===== config.mk =====
export PLATFORM = sky130hd
export DESIGN_NAME = time_display_scan_flat
export DESIGN_NICKNAME = d
export VERILOG_FILES = /design/src/rtl/time_display_scan_pkg.sv /design/src/rtl/time_display_scan_if.sv /design/src/rtl/time_display_scan_seg7_decode.sv /design/src/rtl/time_display_scan.sv /design/src/flat_wrapper.sv
export SDC_FILE = /design/constraint.sdc
export NUM_CORES = 1
export LEC_CHECK = 0
export ABC_AREA = 1
export CAP_MARGIN = 25
export CORE_MARGIN = 2
export CORE_UTILIZATION = 40
export CTS_CLUSTER_DIAMETER = 100
export CTS_CLUSTER_SIZE = 12
export DETAILED_ROUTE_END_ITERATION = 10
export GPL_TIMING_DRIVEN = 1
export MAX_ROUTING_LAYER = met4
export PLACE_DENSITY = 0.57
export SLEW_MARGIN = 25
export SYNTH_ARGS = -nofsm -noshare
export SYNTH_HDL_FRONTEND = slang
export SYNTH_SLANG_ARGS = --single-unit

===== constraint.sdc =====
create_clock -name Clk -period 3.31 [get_ports Clk]
set_clock_uncertainty 0.15 [all_clocks]
set_input_delay 0.662 -clock Clk [delete_from_list [all_inputs] [get_ports Clk]]
set_output_delay 0.662 -clock Clk [all_outputs]
set_load 0.05 [all_outputs]

===== src/rtl/time_display_scan_pkg.sv =====
// Shared constants and helpers for the multiplexed HH:MM:SS display scanner.
// Latency: n/a (package only).
// Backpressure: n/a (package only).
package time_display_scan_pkg;

  localparam int DIGITS           = 6;
  localparam int SCAN_DIV_DEFAULT = 1000;

  typedef logic [2:0] digit_idx_t;

  // Active-low {g,f,e,d,c,b,a} patterns
  localparam logic [6:0] SEG_0     = 7'h40;
  localparam logic [6:0] SEG_1     = 7'h79;
  localparam logic [6:0] SEG_2     = 7'h24;
  localparam logic [6:0] SEG_3     = 7'h30;
  localparam logic [6:0] SEG_4     = 7'h19;
  localparam logic [6:0] SEG_5     = 7'h12;
  localparam logic [6:0] SEG_6     = 7'h02;
  localparam logic [6:0] SEG_7     = 7'h78;
  localparam logic [6:0] SEG_8     = 7'h00;
  localparam logic [6:0] SEG_9     = 7'h10;
  localparam logic [6:0] SEG_DASH  = 7'h3F;
  localparam logic [6:0] SEG_BLANK = 7'h7F;

  // Decimal split of a field value (inputs are at most 63)
  function automatic logic [3:0] bcd_tens(input logic [5:0] v);
    return 4'(v / 6'd10);
  endfunction

  function automatic logic [3:0] bcd_ones(input logic [5:0] v);
    return 4'(v % 6'd10);
  endfunction

endpackage


===== src/rtl/time_display_scan_if.sv =====
// Time inputs and display-drive outputs of the scanner, bundled as one port.
// Latency: n/a (wires only).
// Backpressure: none; time source is sampled, display outputs are free-running.
interface time_display_scan_if;
  logic [5:0] seconds;
  logic [5:0] minutes;
  logic [4:0] hours;
  logic [5:0] anode;
  logic [6:0] segments;
  logic       dp;
  logic       frame_sync;

  // Time source / display observer side
  modport master (
    output seconds, minutes, hours,
    input  anode, segments, dp, frame_sync
  );

  // Scanner side
  modport slave (
    input  seconds, minutes, hours,
    output anode, segments, dp, frame_sync
  );
endinterface


===== src/rtl/time_display_scan_seg7_decode.sv =====
// Combinational BCD digit to active-low seven-segment pattern, with dash/blank overrides.
// Latency: 0 cycles (pure combinational).
// Backpressure: none.
module seg7_decode
  import time_display_scan_pkg::*;
(
  input  logic [3:0] code,
  input  logic       blank,
  input  logic       dash,
  output logic [6:0] seg
);

  // Dash wins over blank so an invalid field is always visible
  always_comb begin
    seg = SEG_DASH;
    if (dash) begin
      seg = SEG_DASH;
    end else if (blank) begin
      seg = SEG_BLANK;
    end else begin
      case (code)
        4'd0:    seg = SEG_0;
        4'd1:    seg = SEG_1;
        4'd2:    seg = SEG_2;
        4'd3:    seg = SEG_3;
        4'd4:    seg = SEG_4;
        4'd5:    seg = SEG_5;
        4'd6:    seg = SEG_6;
        4'd7:    seg = SEG_7;
        4'd8:    seg = SEG_8;
        4'd9:    seg = SEG_9;
        default: seg = SEG_DASH;
      endcase
    end
  end

endmodule


===== src/rtl/time_display_scan.sv =====
// Six-digit multiplexed HH:MM:SS scanner with per-frame snapshot of the time inputs.
// Latency: drive outputs follow the digit index by 1 Clk; frame_sync 1 Clk after the capturing tick.
// Backpressure: none; free-running, inputs sampled only at frame boundaries.
module time_display_scan
  import time_display_scan_pkg::*;
#(
  parameter int SCAN_DIV   = SCAN_DIV_DEFAULT,
  parameter bit BLANK_LEAD = 1'b1
) (
  input  logic                Clk,
  input  logic                reset,
  time_display_scan_if.slave  disp
);

  logic [15:0] prescale;
  logic        tick;
  digit_idx_t  digit_idx;
  logic        running;
  logic [5:0]  snap_sec;
  logic [5:0]  snap_min;
  logic [4:0]  snap_hr;
  logic        sec_bad, min_bad, hr_bad;
  logic [3:0]  code;
  logic        blank, dash;
  logic [6:0]  seg_next;
  logic [5:0]  anode_q;
  logic [6:0]  segments_q;
  logic        dp_q;
  logic        frame_sync_q;

  assign tick = (prescale == 16'(SCAN_DIV - 1));

  // Prescaler: one tick every SCAN_DIV cycles
  always_ff @(posedge Clk or posedge reset) begin
    if (reset) prescale <= '0;
    else       prescale <= tick ? '0 : prescale + 16'd1;
  end

  // Digit sequencer; the time is captured only on the wrap to digit 0 so a frame is coherent
  always_ff @(posedge Clk or posedge reset) begin
    if (reset) begin
      digit_idx    <= 3'd5;
      running      <= 1'b0;
      snap_sec     <= '0;
      snap_min     <= '0;
      snap_hr      <= '0;
      frame_sync_q <= 1'b0;
    end else begin
      frame_sync_q <= tick && (digit_idx == 3'd5);
      if (tick) begin
        running <= 1'b1;
        if (digit_idx == 3'd5) begin
          digit_idx <= 3'd0;
          snap_sec  <= disp.seconds;
          snap_min  <= disp.minutes;
          snap_hr   <= disp.hours;
        end else begin
          digit_idx <= digit_idx + 3'd1;
        end
      end
    end
  end

  assign sec_bad = (snap_sec > 6'd59);
  assign min_bad = (snap_min > 6'd59);
  assign hr_bad  = (snap_hr  > 5'd23);

  // Pick the BCD digit and overrides for the slot being scanned
  always_comb begin
    code  = 4'd0;
    blank = 1'b0;
    dash  = 1'b0;
    case (digit_idx)
      3'd0: begin code = bcd_ones(snap_sec);         dash = sec_bad; end
      3'd1: begin code = bcd_tens(snap_sec);         dash = sec_bad; end
      3'd2: begin code = bcd_ones(snap_min);         dash = min_bad; end
      3'd3: begin code = bcd_tens(snap_min);         dash = min_bad; end
      3'd4: begin code = bcd_ones({1'b0, snap_hr});  dash = hr_bad;  end
      3'd5: begin
        code  = bcd_tens({1'b0, snap_hr});
        dash  = hr_bad;
        blank = BLANK_LEAD && !hr_bad && (snap_hr < 5'd10);
      end
      default: begin code = 4'd0; dash = 1'b1; end
    endcase
  end

  seg7_decode u_seg7_decode (
    .code  (code),
    .blank (blank),
    .dash  (dash),
    .seg   (seg_next)
  );

  // Registered drive; stays dark until the first tick so only one anode is ever low
  always_ff @(posedge Clk or posedge reset) begin
    if (reset) begin
      anode_q    <= 6'h3F;
      segments_q <= 7'h7F;
      dp_q       <= 1'b1;
    end else if (running) begin
      anode_q    <= ~(6'd1 << digit_idx);
      segments_q <= seg_next;
      dp_q       <= !((digit_idx == 3'd2) || (digit_idx == 3'd4));
    end
  end

  assign disp.anode      = anode_q;
  assign disp.segments   = segments_q;
  assign disp.dp         = dp_q;
  assign disp.frame_sync = frame_sync_q;

endmodule


===== src/flat_wrapper.sv =====
// flat-port wrapper written by rule: the top's interface ports become plain ports
module time_display_scan_flat import time_display_scan_pkg::*;
#(
  parameter int SCAN_DIV   = SCAN_DIV_DEFAULT,
  parameter bit BLANK_LEAD = 1'b1
)
  (Clk, reset, disp_seconds, disp_minutes, disp_hours, disp_anode, disp_segments, disp_dp, disp_frame_sync);
  time_display_scan_if disp_i ();
  input  logic Clk;
  input  logic reset;
  input wire logic [$bits(disp_i.seconds)-1:0] disp_seconds;
  input wire logic [$bits(disp_i.minutes)-1:0] disp_minutes;
  input wire logic [$bits(disp_i.hours)-1:0] disp_hours;
  output wire logic [$bits(disp_i.anode)-1:0] disp_anode;
  output wire logic [$bits(disp_i.segments)-1:0] disp_segments;
  output wire logic [$bits(disp_i.dp)-1:0] disp_dp;
  output wire logic [$bits(disp_i.frame_sync)-1:0] disp_frame_sync;
  assign disp_i.seconds = disp_seconds;
  assign disp_i.minutes = disp_minutes;
  assign disp_i.hours = disp_hours;
  assign disp_anode = disp_i.anode;
  assign disp_segments = disp_i.segments;
  assign disp_dp = disp_i.dp;
  assign disp_frame_sync = disp_i.frame_sync;
  time_display_scan #(.SCAN_DIV(SCAN_DIV), .BLANK_LEAD(BLANK_LEAD)) u_core (.Clk(Clk), .reset(reset), .disp(disp_i));
endmodule

==> reports/qor.csv <==
stage,metric,value,unit
setup_path,Setup Crit Path Kind,register to register,
global_routing,antenna violations before repair,0,
yosys,post-synthesis xor/xnor area fraction,0.547,%
clock_network,Max Root-Sink Buffers,2,
yosys,synth warn,0,
yosys,synth top area cells,"dfrtp_1 (28%), dfstp_2 (13%), nand2_1 (13%)",
die,Top Ports,34,
yosys,main combinational cell family by area after synthesis,simple AND/OR/NAND/NOR gates,
layout,antenna diode count,0,
placed_design,Post-DP Area,3700,um^2
layout,layout cell share with drive strength beyond 1,26.9,%
clock_network,TritonCTS Sinks,52,
global_routing,vias in the first global route,2635,
route,DR DRC count,0,
clock_network,"Reg clk slew, reported paths",100,ps
layout,Final nets,525,
die,full die area,8740,um^2
power,static leakage,2.05,nW
setup_path,WP data required,3420,ps
status,status,completed,
timing,Fin. Hold Viols,0,
route,Vias/cell,4.82,
setup_path,crit end category,register,
timing,Slew HR,59.9,%
placed_design,Placer Congestion,0.876,
layout,Syn-to-layout area delta,32.6,%
global_routing,GR Overflow Total,0,
clock_network,"Clk Latency, worst-skew pair",300,ps
yosys,post-synthesis register bit count,52,
setup_path,"Arr. time, crit path",3420,ps
yosys,Post-synth EDFFs,0,
route,drt total wl,7560,um
timing,RSZ-0062 raised after global routing,yes,
route,DRT Pass-1 Iters,5,
clock_network,CTS tree,yes,
timing,maximum clock frequency,302,MHz
flow_run,max cap viols,0,
yosys,sequential area share after synthesis,41.3,%
clock_network,CTS Root Buffer Type,clkbuf_8,
yosys,Mean Syn Cell Area,7.47,um^2
timing,post-layout min period,3310,ps
placed_design,post-detail-place hpwl,5320,um
yosys,Synthesized Nets,456,
yosys,mux contribution to synthesized area,0.313,%
layout,Final Core Density,55.0,%
power,Max IR drop VDD,0.203,mV
yosys,Most used DFF post-synth,dfrtp_1,
die,starting density of the core,41.5,%
yosys,Post-synth ARST share,100,%
route,Routed Antenna Nets,0,
yosys,"Cell Area, Synth",3200,um^2
yosys,Netlist cell types,42,
yosys,simple-gate share of the synthesized area,34.3,%
yosys,post-synth top area share,28.1,%
yosys,Commonest cells post-synth,"nand2_1 (111), inv_1 (66), nor2_1 (43)",
route,via count,2897,
die,Die X,93.5,um
die,Rows,32,
route,DR WL/cell,12.6,um
layout,fin area,4250,um^2
die,Die Height,93.5,um
clock_network,Hold Buf Count CTS,0,
yosys,Synth Area in Adders,3.13,%
timing,"Setup violations, final",0,
route,First DRT Iteration DRCs,222,
placed_design,port bufs,33,
min_path,Hold Path Class,register to register,
global_routing,Global Route Usage Sum,17.6,%
yosys,Synth Instances,429,
setup_path,maximum fanout along the worst path,7,
timing,Max Slew Vio Count,0,
setup_path,Critical Path Source Type,register,
clock_network,clock buffer count from CTS,5,
power,Pwr per Cell Area,244,nW/um^2
yosys,Yosys top cell by area,dfrtp_1,
timing,worst-margin pin slew,600,ps
global_routing,first-pass GRT wire length,12100,um
setup_path,r2r setup slk,4,ps
yosys,top-count cell post-synth,nand2_1,
timing,final worst path period share,99.9,%
die,core area,7730,um^2
yosys,post-synthesis compound-gate area fraction,11.0,%
global_routing,largest net degree at the start of global routing,30,
clock_network,htree depth,2,
==> layout make-up <==
cell class	count	area (um^2)
Timing Repair Buffer	68	629
Clock inverter	2	13.8
Fill cell	728	3480
Clock buffer	6	72.6
Inverter	72	275
Multi-Input combinational cell	299	1810
Tap cell	102	128
Sequential cell	52	1320
==> worst max-delay path, cell delays in order (launching register included) <==
cell and delay, ps:
dfstp_2 620, clkinv_4 120, nand3_4 130, nand2_4 80
buf_6 140, o21ai_4 200, inv_2 90, nand2_4 80
nand3_4 100, nand2_4 110, nand2_4 70, buf_6 120
a21oi_2 130, nand2_2 80, nand3_4 60, nand2_2 60
nand3_2 90, nand2_4 80, buf_12 140, ha_4 250
inv_2 30, nand2_2 80, nand3_2 90, nand3_2 70
nand2_1 50, inv_1 40
==> worst paths after layout <==
kind                                                             to  depth (start not counted)                             start
worst max-delay path            u_core.disp.segments[3]$_DFFE_PP1P_                         25   u_core.digit_idx[2]$_DFFE_PP1N_
worst min-delay path               u_core.disp.anode[2]$_DFFE_PP1P_                          2  u_core.disp.anode[2]$_DFFE_PP1P_
worst max register to register  u_core.disp.segments[3]$_DFFE_PP1P_                         25   u_core.digit_idx[2]$_DFFE_PP1N_
worst min register to register     u_core.disp.anode[2]$_DFFE_PP1P_                          2  u_core.disp.anode[2]$_DFFE_PP1P_
max in group asynchronous           u_core.digit_idx[2]$_DFFE_PP1N_                          3                             reset
min in group asynchronous             u_core.snap_hr[0]$_DFFE_PP0P_                          2                             reset
==> stage by stage <==
stage	power (mW)	TNS, ps	cells	worst slack, ps	hold slack [ps]
after floorplan	0.657	0	429	280	283
after global placement	0.684	0	567	44.8	303
after detailed placement	0.684	-0.844	567	-0.844	316
after CTS	1.06	0	575	10.2	330
after global routing	1.08	-913	601	-173	348
final	1.03	0	601	3.85	326
==> metal layers <==
| layer | track usage [%] | share of wire [%] | up-vias |
|---|---|---|---|
| li1 | - | - | 1498 |
| met2 | 29.1 | 49 | 42 |
| met4 | 2.94 | 0.75 | 0 |
| met5 | - | 0 | - |
| met1 | 23.4 | 47 | 1349 |
| met3 | 2.66 | 2.9 | 8 |
==> logic make-up (layout without fill, tap and decap cells) <==
group	count (synthesis)	after routing
AND/OR/NAND/NOR	235	235
buffers and inverters	78	148
AO/OA/AOI/OAI	53	53
flip-flops	52	52
adder cells (fa/ha/maj)	8	8
XOR/XNOR	2	2
multiplexers	1	1
==> cell usage in the layout (no fill, tap or decap), types with 5 or more instances in the layout <==
| cell type | count |
|---|---|
| nand3_4 | 6 |
| dfrtp_1 | 35 |
| clkdlybuf4s50_1 | 33 |
| buf_4 | 30 |
| o21ai_0 | 21 |
| nand2_2 | 12 |
| dfstp_2 | 16 |
| clkbuf_8 | 5 |
| inv_2 | 9 |
| nand2_1 | 101 |
| nand2_4 | 10 |
| nand3_2 | 11 |
| nor3_1 | 5 |
| or2_2 | 5 |
| nor2_2 | 5 |
| nor2_1 | 38 |
| nand3_1 | 31 |
| a21oi_1 | 8 |
| inv_1 | 62 |
==> sequential cells by signal (all words and copies together), names as in the netlist <==
register / count
u_core.prescale: 16
u_core.disp.segments: 7
u_core.disp.anode: 6
u_core.snap_min: 6
u_core.snap_sec: 6
u_core.snap_hr: 5
u_core.digit_idx: 3
u_core.disp.dp: 1
u_core.disp.frame_sync: 1
u_core.running: 1
==> power by group <==
| part | switching [mW] | total [mW] | leakage, nW | internal [mW] |
|---|---|---|---|---|
| sequential | 0 | 0.636 | 0.563 | 0.636 |
| clock | 0.213 | 0.364 | 0.0456 | 0.151 |
| combinational | 0.0150 | 0.0349 | 1.45 | 0.0199 |
==> repair_timing <==
item	4_1_cts	5_1_grt
gates resized for setup	1	57
setup endpoints to repair	2	7
pin swaps	0	34
buffers inserted	0	26
Note: power is estimated with default switching activity, not from simulation.
==> edit 1: new RTL, config.mk and constraints unchanged <==
One comparison of `digit_idx` changes from == to >=.
--- a/src/rtl/time_display_scan.sv
+++ b/src/rtl/time_display_scan.sv
@@ -102,5 +102,5 @@
       anode_q    <= ~(6'd1 << digit_idx);
       segments_q <= seg_next;
-      dp_q       <= !((digit_idx == 3'd2) || (digit_idx == 3'd4));
+      dp_q       <= !((digit_idx == 3'd2) || (digit_idx >= 3'd4));
     end
   end
Check against the original RTL: same outputs for any inputs over 10 cycles, from zero or initial values and one cycle with reset high; that may be too few to reach the edited logic, so the function may still have changed.
==> edit 1 against the original RTL <==
- sequential cell count unchanged
- clock power increased by 3%
- wire length down 2.0%
- hold slack got worse by 0.0033 ns
- worst setup slack gained 0.11 ns
- via count decreased by 2.3%
- cell area shrank 2.9%
- non-clock buffer count fell by 11
- first-iteration DRC count decreased by 64%
- synthesized cell count shrank 0.93%
- total power up 1.0%
- global-route usage is 0.11 points higher
- die area increased by 0.22%
- synthesized area increased by 0.23%
- critical path type unchanged
- critical endpoint is now u_core.disp.segments[0]$_DFFE_PP1P_
==> edit 1: results (changes against the original RTL) <==
nets: 509  # -3.0%
layout-drive-gt1-share_pct: 27.7  # +0.89 points
synth_sequential_area_ratio_pct: 41.2  # -0.096 points
finalWeightedCongestion: 0.914  # +4.4%
cp.arrival_ns: 3.31  # -0.11 ns
worst-slew-pin-transition_ns: 0.653  # +0.0530 ns
critPathMaxStageDelay_ns: 0.60  # -0.02 ns
clk_pin_slew_ns: 0.11
switching_part_of_the_total_pct: 23.0  # +0.98 points
route.final.wire_length_um: 7410  # -2.0%
firstDrtPassIters: 4  # -1
grt_use_total_pct: 17.7  # +0.11 points
grt_use_met1_pct: 22.7  # -0.70 points
route.vias.total: 2829  # -2.3%
asyncSetResetFlopFracSynth_pct: 100  # unchanged
outcome: "finished, final reports clean"
dp_hpwl_um: 5400  # +1.7%
numPortBuffers: 33  # unchanged
post_synth.cell_area_avg_um2: 7.55  # +1.2%
synth_top_cells_by_count: "nand2_1, inv_1, dfrtp_1"
numCtsBuffers: 5  # unchanged
max_flop_register: "u_core.prescale"
cell_count_post_placement: 562  # -0.88%
first_iter_violations: 79  # -64%
first_global_vias: 2755  # +4.6%
holdCritPathClass: "register to register"
synth.yosys.warnings: 0  # unchanged
largest_register_ffs: 16  # unchanged
synth.distinct_cells: 44  # +4.8%
dieArea_um2: 8760  # +0.22%
buffer_levels_on_the_longest_clock_path: 2  # unchanged
clockRootBuffer: "clkbuf_8"
groute.layer.met2.usage_pct: 30.0  # +0.96 points
leakage_power_total_uw: 0.00202  # -1.5%
maximum_number_of_pins_on_one_net_before_global_route_repair: 28  # -6.7%
pre_cts_slack_ns: 0.0578  # +0.0587 ns
cp_top_family: "simple AND/OR/NAND/NOR gates"
ant_nets: 0  # unchanged
met3_usage_in_global_routing_pct: 2.42  # -0.24 points
crit_fanout: 4  # -3
postSynthNetCount: 452  # -0.88%
grt_pass1_wl_um: 12200  # +0.28%
routed_via_density: 4.84  # +0.32%
grt_antenna_before_repair: 0  # unchanged
worst_ir_drop_vdd_mv: 0.142  # -30%
synth_area_leaders: "dfrtp_1, dfstp_2, nand2_1, inv_1, nand3_1"
cts-htree-levels: 2  # unchanged
==> edit 1: kinds of logic (layout without fill, tap and decap cells) <==
kind of cell / count (synthesis) / in the layout / synth area share, %
AO/OA/AOI/OAI: 58 / 58 / 10.9
AND/OR/NAND/NOR: 220 / 220 / 33.5
flip-flops: 52 / 52 / 41.2
XOR/XNOR: 3 / 3 / 0.819
buffers and inverters: 84 / 142 / 10.6
adder cells (fa/ha/maj): 8 / 8 / 3.12
==> edit 1: final timing paths <==
path	from	endpoint	slack, ns	cells after the start
max in group asynchronous	reset	u_core.digit_idx[2]$_DFFE_PP1N_	1.82	3
min in group asynchronous	reset	u_core.prescale[9]$_DFF_PP0_	0.57	2
max	u_core.digit_idx[2]$_DFFE_PP1N_	u_core.disp.segments[0]$_DFFE_PP1P_	0.11	30
min reg2reg	u_core.prescale[0]$_DFF_PP0_	u_core.prescale[0]$_DFF_PP0_	0.32	1
max reg2reg	u_core.digit_idx[2]$_DFFE_PP1N_	u_core.disp.segments[0]$_DFFE_PP1P_	0.11	30
min	u_core.prescale[0]$_DFF_PP0_	u_core.prescale[0]$_DFF_PP0_	0.32	1
==> edit 1: worst register-to-register path: cells and delay by family, from the launching register on <==
kind	cells	cell delay (ns)
simple gates	20	1.58
flops	1	0.60
buf+inv	8	0.41
fa+ha+maj	2	0.40
==> edit 1: repair_timing <==
action,in CTS,in global routing
buffers inserted,0,15
resized for setup,0,51
setup endpoints to repair,0,7
endpoints found under the hold margin,0,0
==> edit 1: power by group through the flow <==
stage	Sequential [uW]	Combinational [uW]	Clock [uW]
4_1_cts	636	37.5	387
5_1_grt	636	40.4	411
2_1_floorplan	648	9.13	0
6_report	636	36.1	374
3_5_place_dp	648	37.4	0
3_3_place_gp	648	37.0	0
==> edit 1: through the flow <==
| step | total power (uW) | area (um2) |
|---|---|---|
| after floorplan | 657 | 3210 |
| after global placement | 685 | 3710 |
| after detailed placement | 685 | 3710 |
| after CTS | 1060 | 3790 |
| after global routing | 1090 | 4130 |
| final | 1050 | 4130 |
==> edit 1: cell type report <==
cell class                 count  area (um2)
fill                         771        3640
multi-input combinational    289        1730
sequential                    52        1320
timing repair buffer          57         559
inverter                      77         299
tap                          102         128
clock buffer                   5        68.8
clock inverter                 3        17.5
==> edit 1: metal layers <==
metal  routed length [um]  share of wire [%]  vias to the layer above
li1                     -                  -                     1466
met1                 3520                 48                     1314
met2                 3620                 49                       36
met3                  162                2.2                       13
met4                  105                1.4                        0
met5                    0                  0                        -
==> edit 2: new RTL, config.mk and constraints unchanged <==
Without the edit above. `BLANK_LEAD` is set to 1'b1 in 2 places; all go to 1'b0.
--- a/src/rtl/time_display_scan.sv
+++ b/src/rtl/time_display_scan.sv
@@ -6,5 +6,5 @@
 #(
   parameter int SCAN_DIV   = SCAN_DIV_DEFAULT,
-  parameter bit BLANK_LEAD = 1'b1
+  parameter bit BLANK_LEAD = 1'b0
 ) (
   input  logic                Clk,
--- a/src/flat_wrapper.sv
+++ b/src/flat_wrapper.sv
@@ -3,5 +3,5 @@
 #(
   parameter int SCAN_DIV   = SCAN_DIV_DEFAULT,
-  parameter bit BLANK_LEAD = 1'b1
+  parameter bit BLANK_LEAD = 1'b0
 )
   (Clk, reset, disp_seconds, disp_minutes, disp_hours, disp_anode, disp_segments, disp_dp, disp_frame_sync);
Behaviour: no difference found for any inputs over 10 cycles, from zero or initial values and one cycle with reset high; that may be too few to reach the edited logic, so the function may still have changed.
==> edit 2 against the original RTL <==
- total power grew 2.5%
- sequential share of layout area rose by 3.7 points
- wire length decreased by 4.5%
- sequential power is essentially flat
- count of clock-buffer cells in the layout increased by 1
- via count shrank 5.4%
- core utilization decreased by 5.3 points
- sequential cell count is the same
- first-iteration DRC count down 37%
- synthesized area decreased by 2.9%
- cell area down 11%
- worst setup slack better by 0.19 ns
- synthesized cell count down 4.4%
- highest routed layer unchanged
==> edit 2: results (changes against the original RTL) <==
outcome: "finished, final reports clean"
multi_input_comb_area_um2: 1550  # -14%
first_global_vias: 2512  # -4.7%
critPathMaxStageDelay_ns: 0.68  # +0.06 ns
synth.distinct_cells: 37  # -12%
grt_use_met1_pct: 24.4  # +1.1 points
synth_sequential_area_ratio_pct: 42.5  # +1.2 points
leakage_power_total_uw: 0.00179  # -13%
met3_wirelength_um: 296  # +33%
finalWeightedCongestion: 0.853  # -2.5%
holdCritStartpoint: "u_core.prescale[0]$_DFF_PP0_"
r2r_slack_ns: 0.19  # +0.19 ns
grt_use_total_pct: 18.5  # +0.87 points
route.final.wire_length_um: 7210  # -4.5%
fillCellCount: 792  # +8.8%
cell_count_post_placement: 545  # -3.9%
worst_ir_drop_vdd_mv: 0.127  # -37%
post_synth.cell_area_avg_um2: 7.58  # +1.6%
routed_via_density: 4.88  # +1.2%
dp_hpwl_um: 5630  # +5.9%
cp.arrival_ns: 3.21  # -0.21 ns
hold-worst-slack_ns: 0.319  # -0.00710 ns
first_iter_violations: 139  # -37%
firstDrtPassIters: 4  # -1
maximum_clock_frequency_mhz: 321  # +6.1%
layout-drive-gt1-share_pct: 18.7  # -8.2 points
synth_area_leaders: "dfrtp_1, dfstp_2, nand2_1, inv_1, nand3_1"
max_slew_headroom_pct: 66.3  # +6.4 points
internal_power_of_the_cells_uw: 828  # +2.6%
nets: 486  # -7.4%
==> edit 2: worst paths after layout <==
check / end / cells past startpoint
setup / recovery: u_core.disp.segments[4]$_DFFE_PP1P_ / 24
max in group asynchronous: u_core.disp.anode[5]$_DFFE_PP1P_ / 3
hold reg to reg: u_core.prescale[0]$_DFF_PP0_ / 1
hold / removal: u_core.prescale[0]$_DFF_PP0_ / 1
min in group asynchronous: u_core.snap_min[1]$_DFFE_PP0P_ / 2
setup reg to reg: u_core.disp.segments[4]$_DFFE_PP1P_ / 24
==> edit 2: cell type report <==
cell class                 count  share of cell area (%)
clock buffer                   7                    2.28
clock inverter                 1                   0.231
inverter                      66                    6.66
multi-input combinational    285                    40.8
sequential                    52                    34.8
tap                          102                    3.36
timing repair buffer          49                    11.9
==> edit 2: logic make-up after synthesis <==
kind of cell	synth area share (%)
compound gates	9.38
flops	42.5
xor+xnor	1.41
simple gates	34.0
buf+inv	9.50
fa+ha+maj	3.22
